`config.mk`:
```
export PLATFORM = sky130hd
export DESIGN_NAME = pcm_rom_fetch
export DESIGN_NICKNAME = d
export VERILOG_FILES = /design/src/rtl/pcm_rom_fetch.sv
export SDC_FILE = /design/constraint.sdc
export NUM_CORES = 1
export LEC_CHECK = 0
export ABC_CLOCK_PERIOD_IN_PS = 4310
export BUFFER_PORTS_ARGS = -buffer_cell sky130_fd_sc_hd__buf_4
export CAP_MARGIN = 10
export CORE_UTILIZATION = 45
export DETAILED_ROUTE_END_ITERATION = 12
export GPL_TIMING_DRIVEN = 0
export PLACE_DENSITY_LB_ADDON = 0.08
export SLEW_MARGIN = 20
export SYNTH_ARGS = -nofsm -noshare
export SYNTH_HDL_FRONTEND = slang
export SYNTH_SLANG_ARGS = --single-unit
```
`constraint.sdc`:
```
create_clock -name clk_sys -period 4.31 [get_ports clk_sys]
set_input_delay 0.862 -clock clk_sys [delete_from_list [all_inputs] [get_ports clk_sys]]
set_output_delay 0.862 -clock clk_sys [all_outputs]
set_load 0.05 [all_outputs]
```
`src/rtl/pcm_rom_fetch.sv`:
```
// PCM sample ROM responder: serves jt6295 byte reads from an 8-byte line buffer
// and refills that line with one 4-word SDRAM burst whenever the address misses.
module pcm_rom_fetch #(
  parameter logic [24:0] BASE_ADDR   = 25'h0E8000,
  parameter int          BURST_WORDS = 4
) (
  input  logic        clk_sys,
  input  logic        reset_n,
  input  logic [17:0] pcm_rom_addr,
  input  logic        pcm_rom_read,
  output logic [7:0]  pcm_rom_data,
  output logic        pcm_rom_data_rdy,
  output logic        sd_req,
  output logic [24:0] sd_addr,
  input  logic        sd_ack,
  input  logic        sd_valid,
  input  logic [15:0] sd_data
);

  typedef enum logic [1:0] {IDLE, REQ, FILL} state_t;
  localparam logic [1:0] LAST_WORD = 2'(BURST_WORDS - 1);

  state_t      state_reg, state_next;
  logic [17:0] addr_q_reg;
  logic [14:0] tag_reg;
  logic [14:0] fill_tag_reg;
  logic        line_valid_reg;
  logic [1:0]  cnt_reg;
  logic [24:0] sd_addr_reg;
  logic [7:0]  data_reg;
  logic        rdy_reg;
  logic [7:0]  buf_mem [8];

  logic        hit;
  logic        addr_changed;
  logic        word_wr;
  logic        last_word;
  logic [1:0]  word_idx;
  logic        unused_read;

  // Misses are detected from the address itself; the read level carries no extra information.
  assign unused_read  = pcm_rom_read;
  assign hit          = line_valid_reg && (tag_reg == pcm_rom_addr[17:3]);
  assign addr_changed = (pcm_rom_addr != addr_q_reg);
  // An ack arriving together with the first strobe makes that strobe word 0.
  assign word_wr      = sd_valid && ((state_reg == FILL) || ((state_reg == REQ) && sd_ack));
  assign word_idx     = (state_reg == FILL) ? cnt_reg : 2'd0;
  assign last_word    = (state_reg == FILL) && sd_valid && (cnt_reg == LAST_WORD);

  always_ff @(posedge clk_sys or negedge reset_n) begin
    if (!reset_n) begin
      state_reg <= IDLE;
    end else begin
      state_reg <= state_next;
    end
  end

  always_comb begin
    state_next = state_reg;
    unique case (state_reg)
      IDLE:    if (!hit) state_next = REQ;
      REQ:     if (sd_ack) state_next = FILL;
      FILL:    if (last_word) state_next = IDLE;
      default: state_next = IDLE;
    endcase
  end

  always_comb begin
    sd_req           = (state_reg == REQ);
    sd_addr          = sd_addr_reg;
    pcm_rom_data     = data_reg;
    pcm_rom_data_rdy = rdy_reg;
  end

  always_ff @(posedge clk_sys or negedge reset_n) begin
    if (!reset_n) begin
      addr_q_reg     <= '0;
      tag_reg        <= '0;
      fill_tag_reg   <= '0;
      line_valid_reg <= 1'b0;
      cnt_reg        <= '0;
      sd_addr_reg    <= '0;
      data_reg       <= '0;
      rdy_reg        <= 1'b0;
    end else begin
      addr_q_reg <= pcm_rom_addr;
      rdy_reg    <= 1'b0;
      case (state_reg)
        IDLE: begin
          if (hit) begin
            data_reg <= buf_mem[pcm_rom_addr[2:0]];
            rdy_reg  <= !addr_changed;
          end else begin
            fill_tag_reg <= pcm_rom_addr[17:3];
            sd_addr_reg  <= BASE_ADDR + {7'd0, pcm_rom_addr[17:3], 3'd0};
          end
        end
        REQ: begin
          if (sd_ack) cnt_reg <= sd_valid ? 2'd1 : 2'd0;
        end
        FILL: begin
          if (sd_valid) begin
            cnt_reg <= cnt_reg + 2'd1;
            if (last_word) begin
              tag_reg        <= fill_tag_reg;
              line_valid_reg <= 1'b1;
            end
          end
        end
        default: ;
      endcase
    end
  end

  always_ff @(posedge clk_sys) begin
    if (word_wr) begin
      buf_mem[{word_idx, 1'b0}] <= sd_data[7:0];
      buf_mem[{word_idx, 1'b1}] <= sd_data[15:8];
    end
  end

endmodule
```
==> reports/qor.txt <==
Outcome - finished with violations
Failing checks - design-rule violations
TritonCTS Buffers - 17
Tmin final - 2.39 ns
Total Routed Length - 9.88 mm
Placeable Area - 11,600 um2
Final hold vios - 0
Root buf cell - clkbuf_16
Post-CTS Resized - 0
Hold path depth - 1
Final nets - 448
Slew Limit Fails - 0
Hold Crit Class - reg2reg
Warnings from Yosys - 0
Antenna diodes - 0
First-pass GRT wire length - 15.7 mm
Seq cells post-synth - 132
Cell internal pwr - 2.93 mW
Number of routed nets with antenna violations - 0
Vias per cell - 5.00
Setup Crit Path Kind - in2reg
Worst path most repeated cell - mux2_2
Max FO, Critical Path - 10
Max VDD drop - 0.320 mV
Mapped Cells - 313
Largest area contributor in the synthesized netlist - edfxtp_1
Clk buf depth - 2
Flop pwr share - 0.399
Remaining DRCs - 5
Max Clk Rate - 419 MHz
Die Height - 112 um
H-Tree Depth - 4
Clock Power Share - 0.326
IO buf count - 65
Worst slew pin tran - 0.887 ns
Pwr dens - 625 nW/um2
Fraction of layout cells with a size suffix above 1 - 0.432
Io pins - 74
Largest delay share family, worst path - buffers and inverters
Slowest Stage Delay on Critical Path - 0.44 ns
DRT iter0 DRCs - 113
Vias post-DR - 2,812
CP endpoint kind - register
Initial antenna violation count - 0
CTS Sinks - 132
Sequential fraction of the synthesis area - 0.665
Max FFs per register - 64
Slew margin rel. - 0.409
Commonest non-fill, non-tap cells in the layout - buf_4, dfrtp_1, edfxtp_1
CTS clock-pin slew for the worst setup and hold paths - 0.06 ns
CTS tree - yes
Cells on worst reg2reg path - 3
Worst Path Arrival - 2.69 ns
Final Util - 0.583
Site Rows - 39
Slowest cell on crit path - clkbuf_1
CP startpoint kind - input pin
Largest net degree at the start of global routing - 69
Worst path cell trace - buf_4 -> clkbuf_1 -> buf_2 -> mux4_2 -> mux2_2 -> mux2_2
RSZ-0062 raised after global routing - no
Comb power frac - 0.275
Max_cap viols - 0
Crit. path cell count - 6
Setup TNS - 0 ns
Horiz. Die Dim - 112 um
Register cell area after layout - 3620 um2
Setup violators final - 0
Fin crit share - 0.554
Yosys top cell area share - 0.353
Synth-to-layout area growth - 24.2%
Net Switching - 1.31 mW
Post-CTS setup buffers - 0
Total GRT Usage - 0.174
Filler cells - 899
GR Overflow Total - 0
Total chip power - 4.23 mW
Largest cells by area after synthesis - edfxtp_1, dfrtp_1, mux2_2
Multi-input logic area - 1620 um2
Starting density of the core - 0.469
Gpl congestion - 0.699
Cts hold-fix bufs - 0
Req. time, crit path - 4.61 ns
Leakage power total - 2.85 nW
WP buf/inv - 3
Commonest non-fill, non-tap cell in the layout - buf_4
Mean Syn Cell Area - 17.4 um2
Hpwl dp - 6.43 mm
Synthesized area - 5450 um2
Die area - 12,600 um2
Skew final - 0.0116 ns
Post-synth cell types - 35
WL/cell - 17.6 um
Drt pass-1 iters - 10
Switching Share - 0.309
Clock Latency Late Sink - 0.42 ns
Vias in the first global route - 2,888
==> per-stage QoR <==
stage	hold WS (ns)	setup WS, ns	instances	instance area (um2)
after floorplan	0.434	1.72	319	5470
after global placement	0.450	0.852	527	6140
after detailed placement	0.456	1.49	530	6190
after CTS	0.472	1.92	562	6770
after global routing	0.479	1.86	562	6770
final	0.468	1.92	562	6770
==> cells in the mapped netlist <==
master    count
a21o_1        2
a21oi_1       3
a221oi_1      1
and2_1        1
and3_1        1
buf_12        1
buf_2         2
buf_4        19
buf_6         3
clkbuf_1      2
conb_1        1
dfrtp_1      68
edfxtp_1     64
ha_1          3
inv_1         6
mux2_2       46
mux2_4        3
mux2i_1       4
mux4_1       14
mux4_2        2
nand2_1       4
nand2_2       2
nand2b_1      1
nand3_1       2
nand4_1       4
nor2_1        7
nor2b_1       5
nor3_1        1
nor3_2        1
nor3b_1       1
nor4_1        4
nor4_2        1
o22ai_1       1
xnor2_1      17
xor2_1       16
==> path summary, 6_finish.rpt <==
check | start | to | slack (ns)
max in group asynchronous | reset_n | pcm_rom_data[7] | 3.17
min | line_valid_reg | line_valid_reg | 0.47
max | pcm_rom_addr[1] | pcm_rom_data[0] | 1.92
min in group asynchronous | reset_n | tag_reg[0] | 0.57
max reg2reg | state_reg[1] | buf_mem[7][7] | 2.22
min reg2reg | line_valid_reg | line_valid_reg | 0.47
==> logic make-up (layout without fill, tap and decap cells) <==
logic type	Yosys count	in the layout	synth area share
AOI/OAI and AO/OA	7	7	0.00826
xor gates and xnor gates	33	33	0.0530
adders and majority gates	3	3	0.00689
buffers and inverters	33	133	0.0434
DFF	132	132	0.665
muxes	69	69	0.186
other	1	7	0.000688
and+or+nand+nor	35	35	0.0365
==> routing by layer <==
metal	global-route usage	up-vias	part of all wire	wire, um
li1	-	1329	-	-
met1	0.241	1399	0.47	4610
met2	0.251	70	0.47	4630
met3	0.0583	14	0.049	484
met4	0.0782	0	0.016	157
met5	0	-	0	0
==> final cells by class <==
type	instances	area share
flip-flops and latches	132	0.535
repair buffers	68	0.0782
well taps	143	0.0264
plain buffers	27	0.0316
clock inverters	13	0.0200
multi-input cells	154	0.240
inverters	6	0.00333
clock buffers	19	0.0654
==> power by group through the flow <==
| stage | Combinational, mW | Sequential, mW | Clock, mW |
|---|---|---|---|
| 2_1_floorplan | 0.773 | 1.77 | 0 |
| 3_3_place_gp | 1.14 | 1.71 | 0 |
| 3_5_place_dp | 1.17 | 1.72 | 0 |
| 4_1_cts | 1.18 | 1.69 | 1.41 |
| 5_1_grt | 1.24 | 1.72 | 1.47 |
| 6_report | 1.16 | 1.69 | 1.38 |
Note: power is estimated with default switching activity, not from simulation.
